<file path="src/rtl/uart_receiver_if.sv">
// Handshake bundle between the serial line / consumer and the UART receiver.
// The master side drives rx and go and observes the received byte and status.
interface uart_receiver_if;
    logic       rx;
    logic       go;
    logic [7:0] data;
    logic       dr;
    logic       ferr;

    modport master (output rx, go, input data, dr, ferr);
    modport slave  (input rx, go, output data, dr, ferr);
endinterface

</file>
<file path="src/rtl/uart_receiver.sv">
// 8N1 UART receiver clocked on the falling edge of clk; samples each bit once at
// its centre and holds the byte until the consumer acknowledges by dropping go.
module uart_receiver #(
    parameter int unsigned ClockFrequencyHz = 66_000_000,
    parameter int unsigned BaudRate         = 9600
) (
    input  logic           clk,
    input  logic           rst_n,
    uart_receiver_if.slave bus
);

    localparam int unsigned BitTime  = ClockFrequencyHz / BaudRate;
    localparam int unsigned HalfBit  = BitTime / 2;
    localparam int unsigned CntW     = ($clog2(BitTime) > 1) ? $clog2(BitTime) : 1;
    localparam logic [CntW-1:0] BitLoad  = CntW'(BitTime - 1);
    localparam logic [CntW-1:0] HalfLoad = CntW'(HalfBit - 1);

    typedef enum logic [2:0] {
        Idle,
        StartBit,
        DataBits,
        StopBit,
        WaitForGoLow
    } state_t;

    state_t          state;
    logic [CntW-1:0] cnt;
    logic [2:0]      idx;
    logic [7:0]      shift;
    logic [7:0]      data_q;
    logic            dr_q;
    logic            ferr_q;
    logic            rx_m;
    logic            rx_s;
    logic            rx_p;

    assign bus.data = data_q;
    assign bus.dr   = dr_q;
    assign bus.ferr = ferr_q;

    always_ff @(negedge clk or negedge rst_n) begin
        if (!rst_n) begin
            state  <= Idle;
            cnt    <= '0;
            idx    <= '0;
            shift  <= '0;
            data_q <= '0;
            dr_q   <= 1'b0;
            ferr_q <= 1'b0;
            rx_m   <= 1'b1;
            rx_s   <= 1'b1;
            rx_p   <= 1'b1;
        end else begin
            rx_m <= bus.rx;
            rx_s <= rx_m;
            rx_p <= rx_s;

            case (state)
                Idle: begin
                    // Only a fresh high-to-low transition starts a frame.
                    if (bus.go && rx_p && !rx_s) begin
                        cnt   <= HalfLoad;
                        state <= StartBit;
                    end
                end
                StartBit: begin
                    if (cnt == '0) begin
                        if (!rx_s) begin
                            cnt   <= BitLoad;
                            idx   <= '0;
                            state <= DataBits;
                        end else begin
                            state <= Idle;
                        end
                    end else begin
                        cnt <= cnt - CntW'(1);
                    end
                end
                DataBits: begin
                    if (cnt == '0) begin
                        shift[idx] <= rx_s;
                        cnt        <= BitLoad;
                        idx        <= idx + 3'd1;
                        if (idx == 3'd7) begin
                            state <= StopBit;
                        end
                    end else begin
                        cnt <= cnt - CntW'(1);
                    end
                end
                StopBit: begin
                    if (cnt == '0) begin
                        data_q <= shift;
                        ferr_q <= ~rx_s;
                        dr_q   <= 1'b1;
                        state  <= WaitForGoLow;
                    end else begin
                        cnt <= cnt - CntW'(1);
                    end
                end
                WaitForGoLow: begin
                    if (!bus.go) begin
                        dr_q  <= 1'b0;
                        state <= Idle;
                    end
                end
                default: state <= Idle;
            endcase
        end
    end

endmodule

</file>
<file path="src/flat_wrapper.sv">
// flat-port wrapper written by rule: the top's interface ports become plain ports
module uart_receiver_flat 
#(
    parameter int unsigned ClockFrequencyHz = 66_000_000,
    parameter int unsigned BaudRate         = 9600
)
  (clk, rst_n, bus_rx, bus_go, bus_data, bus_dr, bus_ferr);
  uart_receiver_if bus_i ();
  input  logic clk;
  input  logic rst_n;
  input wire logic [$bits(bus_i.rx)-1:0] bus_rx;
  input wire logic [$bits(bus_i.go)-1:0] bus_go;
  output wire logic [$bits(bus_i.data)-1:0] bus_data;
  output wire logic [$bits(bus_i.dr)-1:0] bus_dr;
  output wire logic [$bits(bus_i.ferr)-1:0] bus_ferr;
  assign bus_i.rx = bus_rx;
  assign bus_i.go = bus_go;
  assign bus_data = bus_i.data;
  assign bus_dr = bus_i.dr;
  assign bus_ferr = bus_i.ferr;
  uart_receiver #(.ClockFrequencyHz(ClockFrequencyHz), .BaudRate(BaudRate)) u_core (.clk(clk), .rst_n(rst_n), .bus(bus_i));
endmodule
</file>
<file path="config.mk">
export PLATFORM = sky130hd
export DESIGN_NAME = uart_receiver_flat
export DESIGN_NICKNAME = d
export VERILOG_FILES = /design/src/rtl/uart_receiver_if.sv /design/src/rtl/uart_receiver.sv /design/src/flat_wrapper.sv
export SDC_FILE = /design/constraint.sdc
export NUM_CORES = 1
export LEC_CHECK = 0
export CAP_MARGIN = 20
export CORE_MARGIN = 10
export CORE_UTILIZATION = 52
export CTS_CLUSTER_DIAMETER = 60
export DETAILED_ROUTE_END_ITERATION = 10
export HOLD_SLACK_MARGIN = 0.06
export MAX_ROUTING_LAYER = met4
export PLACE_DENSITY = 0.83
export SKIP_LAST_GASP = 1
export SLEW_MARGIN = 25
export SYNTH_ARGS = -nofsm -noshare
export SYNTH_HDL_FRONTEND = slang
export SYNTH_SLANG_ARGS = --single-unit
</file>
<file path="constraint.sdc">
create_clock -name clk -period 2.8 [get_ports clk]
set_clock_uncertainty 0.15 [all_clocks]
set_input_delay 0.56 -clock clk [delete_from_list [all_inputs] [get_ports clk]]
set_output_delay 0.56 -clock clk [all_outputs]
set_load 0.03 [all_outputs]
</file>
# Yosys cells after proc, flatten, opt, wreduce, memory -nomap -nowiden
# Index checks and enable logic that the tools add are counted.
[word_totals] ff_bits=40 inputBits=4 output_inout_bits=10 wordCells=68
[classes] add_sub_neg=2 magnitude_cmp=2 eq_ne=14 mux=24 bitwise=1 n_reduce_logical=15
[ops] cell="$mux W13" count=5
[ops] cell="$pmux W13 S4" count=1
[ops] cell="$mux W3" count=9
[ops] cell="$pmux W3 S5" count=1
[ops] cell="$logic_not A13 Y1" count=1
[ops] cell="$sub A13 B1 Y13 const B" count=1
[ops] cell="$ne A2 B1 Y1 const B" count=5
[ops] cell="$bwmux W8" count=1
[ops] cell="$reduce_and A4 Y1" count=2
[ops] cell="$eq A3 B2 Y1 const B" count=2
[ops] cell="$eq A3 B3 Y1 const B" count=2
[ops] cell="$ne A2 B2 Y1 const B" count=3
[ops] cell="$pmux W3 S2" count=1
[ops] cell="$reduce_and A6 Y1" count=1
[ops] cell="$lt A3 B4 Y1 const B" count=1
[ops] cell="$reduce_and A2 Y1" count=2
[ops] cell="$reduce_bool A2 Y1" count=2
[ops] cell="$reduce_bool A4 Y1" count=1
[ops] cell="$add A3 B1 Y3 const B" count=1
[ops] cell="$demux W1 S3" count=1
[ops] cell="$eq A3 B1 Y1 const B" count=1
[ops] cell="$ge A3 B1 Y1 const B" count=1
[ops] cell="$logic_and A1 B1 Y1" count=3
[ops] cell="$logic_not A3 Y1" count=1
[ops] cell="7 further kinds" count=9

# Longest topological paths before layout
[depth] ltp_word=5 depth_mapped=9

==> summary.txt <==
Run status
  – Status: complete, but fails checks
  – Failing checks: negative setup slack

GRT
  – Vias in the first global route: 1,567
  – Pin count of the biggest net entering global routing: 24
  – First-pass GRT wire length: 7.389 mm
  – Initial antenna violation count: 0
  – GR Util All Layers: 0.1437
  – Grt ovf: 0

Run
  – Max-cap viol count: 0

Detailed routing
  – Final wirelength: 4.583 mm
  – Routed Antenna Nets: 0
  – DR DRC count: 0
  – Iteration-0 DRC Markers: 184
  – Number of iterations in the first detailed-routing pass: 4
  – Vias: 1,618
  – Routed wire length per instance: 16.67 um
  – Vias/cell: 5.884

Cells and area
  – Sequential Area: 0.001005 mm^2
  – Area of the multi-input gates: 998.5 um^2
  – Final Cell Area: 0.002524 mm^2
  – Final cell count without fillers: 275
  – Final antenna diode count: 0
  – Area Growth Syn to Fin: 25.28%
  – # nets final: 234
  – Share of post-route cells with drive strength above 1: 0.3480
  – Fill count: 267

Synth
  – Synth warn: 0
  – Top FF cell, synth: dfrtn_1
  – Cells after Synth: 193
  – Cell with the most instances after synthesis: dfrtn_1
  – Post-synth top cells: 37 x dfrtn_1, 15 x nand2_1, 15 x o21ai_0
  – Synth Net Count: 201
  – Post-synth top area cell: dfrtn_1
  – Synth Area per Inst: 10.44 um^2
  – Synth area leaders: dfrtn_1 46%, mux2_2 7.8%, dfstp_2 3.9%, o21ai_0 3.7%, nand2_1 2.8%
  – Sequential area share after synthesis: 0.4988
  – Synthesis-stage register bit count: 40
  – Post-synthesis instance area: 0.002014 mm^2
  – Unique masters post-synth: 47
  – Share of synthesized registers carrying an async set or reset: 1.000
  – EDFF count, synth: 0
  – Share of the synthesized area in the top cell type: 0.4596

STA
  – RSZ-0062 raised after global routing: true
  – Setup ws final: -181.3 ps
  – Final Hold Violating Endpoints: 0
  – Final hold slack: 210.4 ps
  – # setup viols final: 12
  – Worst-margin pin slew: 590.9 ps
  – Slew HR: 0.6030
  – Max Slew Vio Count: 0

Setup path
  – CP Launch Point: u_core.bus.data[1]
  – Ordered cell list for the critical path: buf_6
  – Critical Path RT: 2090 ps
  – Cell class contributing the biggest share of worst-path delay: flip-flops
  – Critical path class: register to output pin
  – Worst Reg-to-Reg Cells: 7
  – CP Launch Type: register
  – CP endpoint kind: output pin
  – Worst path slowest cell: dfrtn_1
  – CP arrival: 2270 ps
  – Critical Path Stages: 1
  – CP Capture Point: bus_data[1]
  – Worst r2r src: u_core.cnt[1]
  – CP Buf/Inv Count: 1
  – Worst R2R Setup Slack: 70 ps
  – Crit-path max cell delay: 430 ps
  – Worst r2r dst: u_core.shift[2]
  – Worst-path fanout max: 2

Clocking
  – Post-CTS Hold Buffers: 0
  – CTS sink cnt: 40
  – Clock Path Buffers: 2
  – Clk pin slew, worst setup/hold paths: 60 ps
  – Worst-Skew Late Latency: 350 ps
  – CTS tree: done
  – CTS buffer count: 5
  – Root buf cell: clkbuf_8
  – H-tree depth: 2

Floorplan
  – Die Span Y: 82.24 um
  – Starting Density: 0.5421
  – Ports: 14
  – Core area: 0.003716 mm^2
  – Die area: 0.006763 mm^2
  – Die Width: 82.24 um
  – Row count: 22

Place
  – Hpwl dp: 3.149 mm
  – RePlAce Congestion: 0.8985
  – Post-Place Setup Slack: -730.4 ps
  – PortBufs: 13
  – Cell Area, Placed: 0.002257 mm^2
  – Cell Count Post-Placement: 259

Min path
  – Hold Crit Class: register to register

Power and ir drop
  – Clock Power Share: 0.328
  – Worst vdd ir: 0.3787 mV
  – PwrDens: 617.0 mW/mm^2
  – Flop pwr share: 0.475
  – Combinational share of power: 0.196
  – Static Leak: 1.125 nW
  – P_int: 0.001113 W
  – Sw power: 0.0004438 W
  – Switch share: 0.2850
  – Tot Pwr: 0.001557 W
==> flip-flops by register name, summed over array words and instances, names as in the netlist <==
register,count
u_core.idx,3
u_core.cnt,13
u_core.rx_p,1
u_core.bus.data,8
u_core.rx_s,1
u_core.state,3
u_core.bus.dr,1
u_core.bus.ferr,1
u_core.rx_m,1
u_core.shift,8
==> power by group through the flow <==
stage / clock network, W / logic [W] / registers (W)
after global placement: 0.00000891 / 0.000256 / 0.000742
after global routing: 0.000550 / 0.000346 / 0.000754
after CTS: 0.000522 / 0.000277 / 0.000737
after detailed placement: 0.00000891 / 0.000270 / 0.000742
final: 0.000511 / 0.000305 / 0.000740
after floorplan: 0.00000891 / 0.000188 / 0.000728
==> cells by family (layout without fill, tap and decap cells) <==
group           count (synthesis)  count (layout)  share of synthesized area
compound gates                 49              49                     0.1540
xor+xnor                        1               1                   0.004349
fa+ha+maj                       4               4                    0.02485
buf+inv                        15              49                    0.03354
flops                          40              40                     0.4988
mux                            16              16                    0.08944
simple gates                   68              68                     0.1950
==> stage by stage <==
stage / utilization / TNS, ps
6_report: 0.6791 / -1772
5_1_grt: 0.6791 / -2541
4_1_cts: 0.6623 / -1868
3_5_place_dp: 0.6074 / -9692
3_3_place_gp: 0.6074 / -9275
2_1_floorplan: - / -721.9
==> per-layer routing <==
metal,up-vias,share of wire,GRT usage
met5,-,0,-
met4,0,0.010,0.04082
met3,6,0.056,0.03672
met2,53,0.51,0.2232
met1,794,0.43,0.1811
li1,765,-,-
==> cell type report <==
type | instances | area share
multi-input combinational | 138 | 0.3956
timing repair buffer | 34 | 0.1239
clock inverter | 5 | 0.01983
clock buffer | 6 | 0.03272
inverter | 4 | 0.005949
sequential | 40 | 0.3981
tap | 48 | 0.02380
==> how the worst min path moves through the flow <==
stage / from / endpoint / cells after the start
2_1_floorplan: u_core.rx_m / u_core.rx_s / 0
3_3_place_gp: u_core.rx_m / u_core.rx_s / 0
3_5_place_dp: u_core.rx_m / u_core.rx_s / 0
4_1_cts: u_core.rx_m / u_core.rx_s / 0
5_1_grt: u_core.rx_m / u_core.rx_s / 0
6_report: u_core.rx_m / u_core.rx_s / 0
==> what timing repair did <==
item,4_1_cts,5_1_grt
setup buffers,4,2
endpoints found under the setup margin,29,24
gates resized for setup,21,15
pin swaps,4,6
==> layout by cell type (no fill, tap or decap), drive strengths merged, types with 3 or more instances in the layout <==
cell and count:
a21oi 10, o21a 6, nor3 8, mux2 16, clkbuf 6, a21o 3
dfstp 3, inv 7, buf 33, ha 4, nand3b 3, nand3 6
o21ai 16, nor2 14, a211oi 3, nand2 15, or3 5, dfrtn 37
No activity file was read; power rests on OpenSTA's default activity.
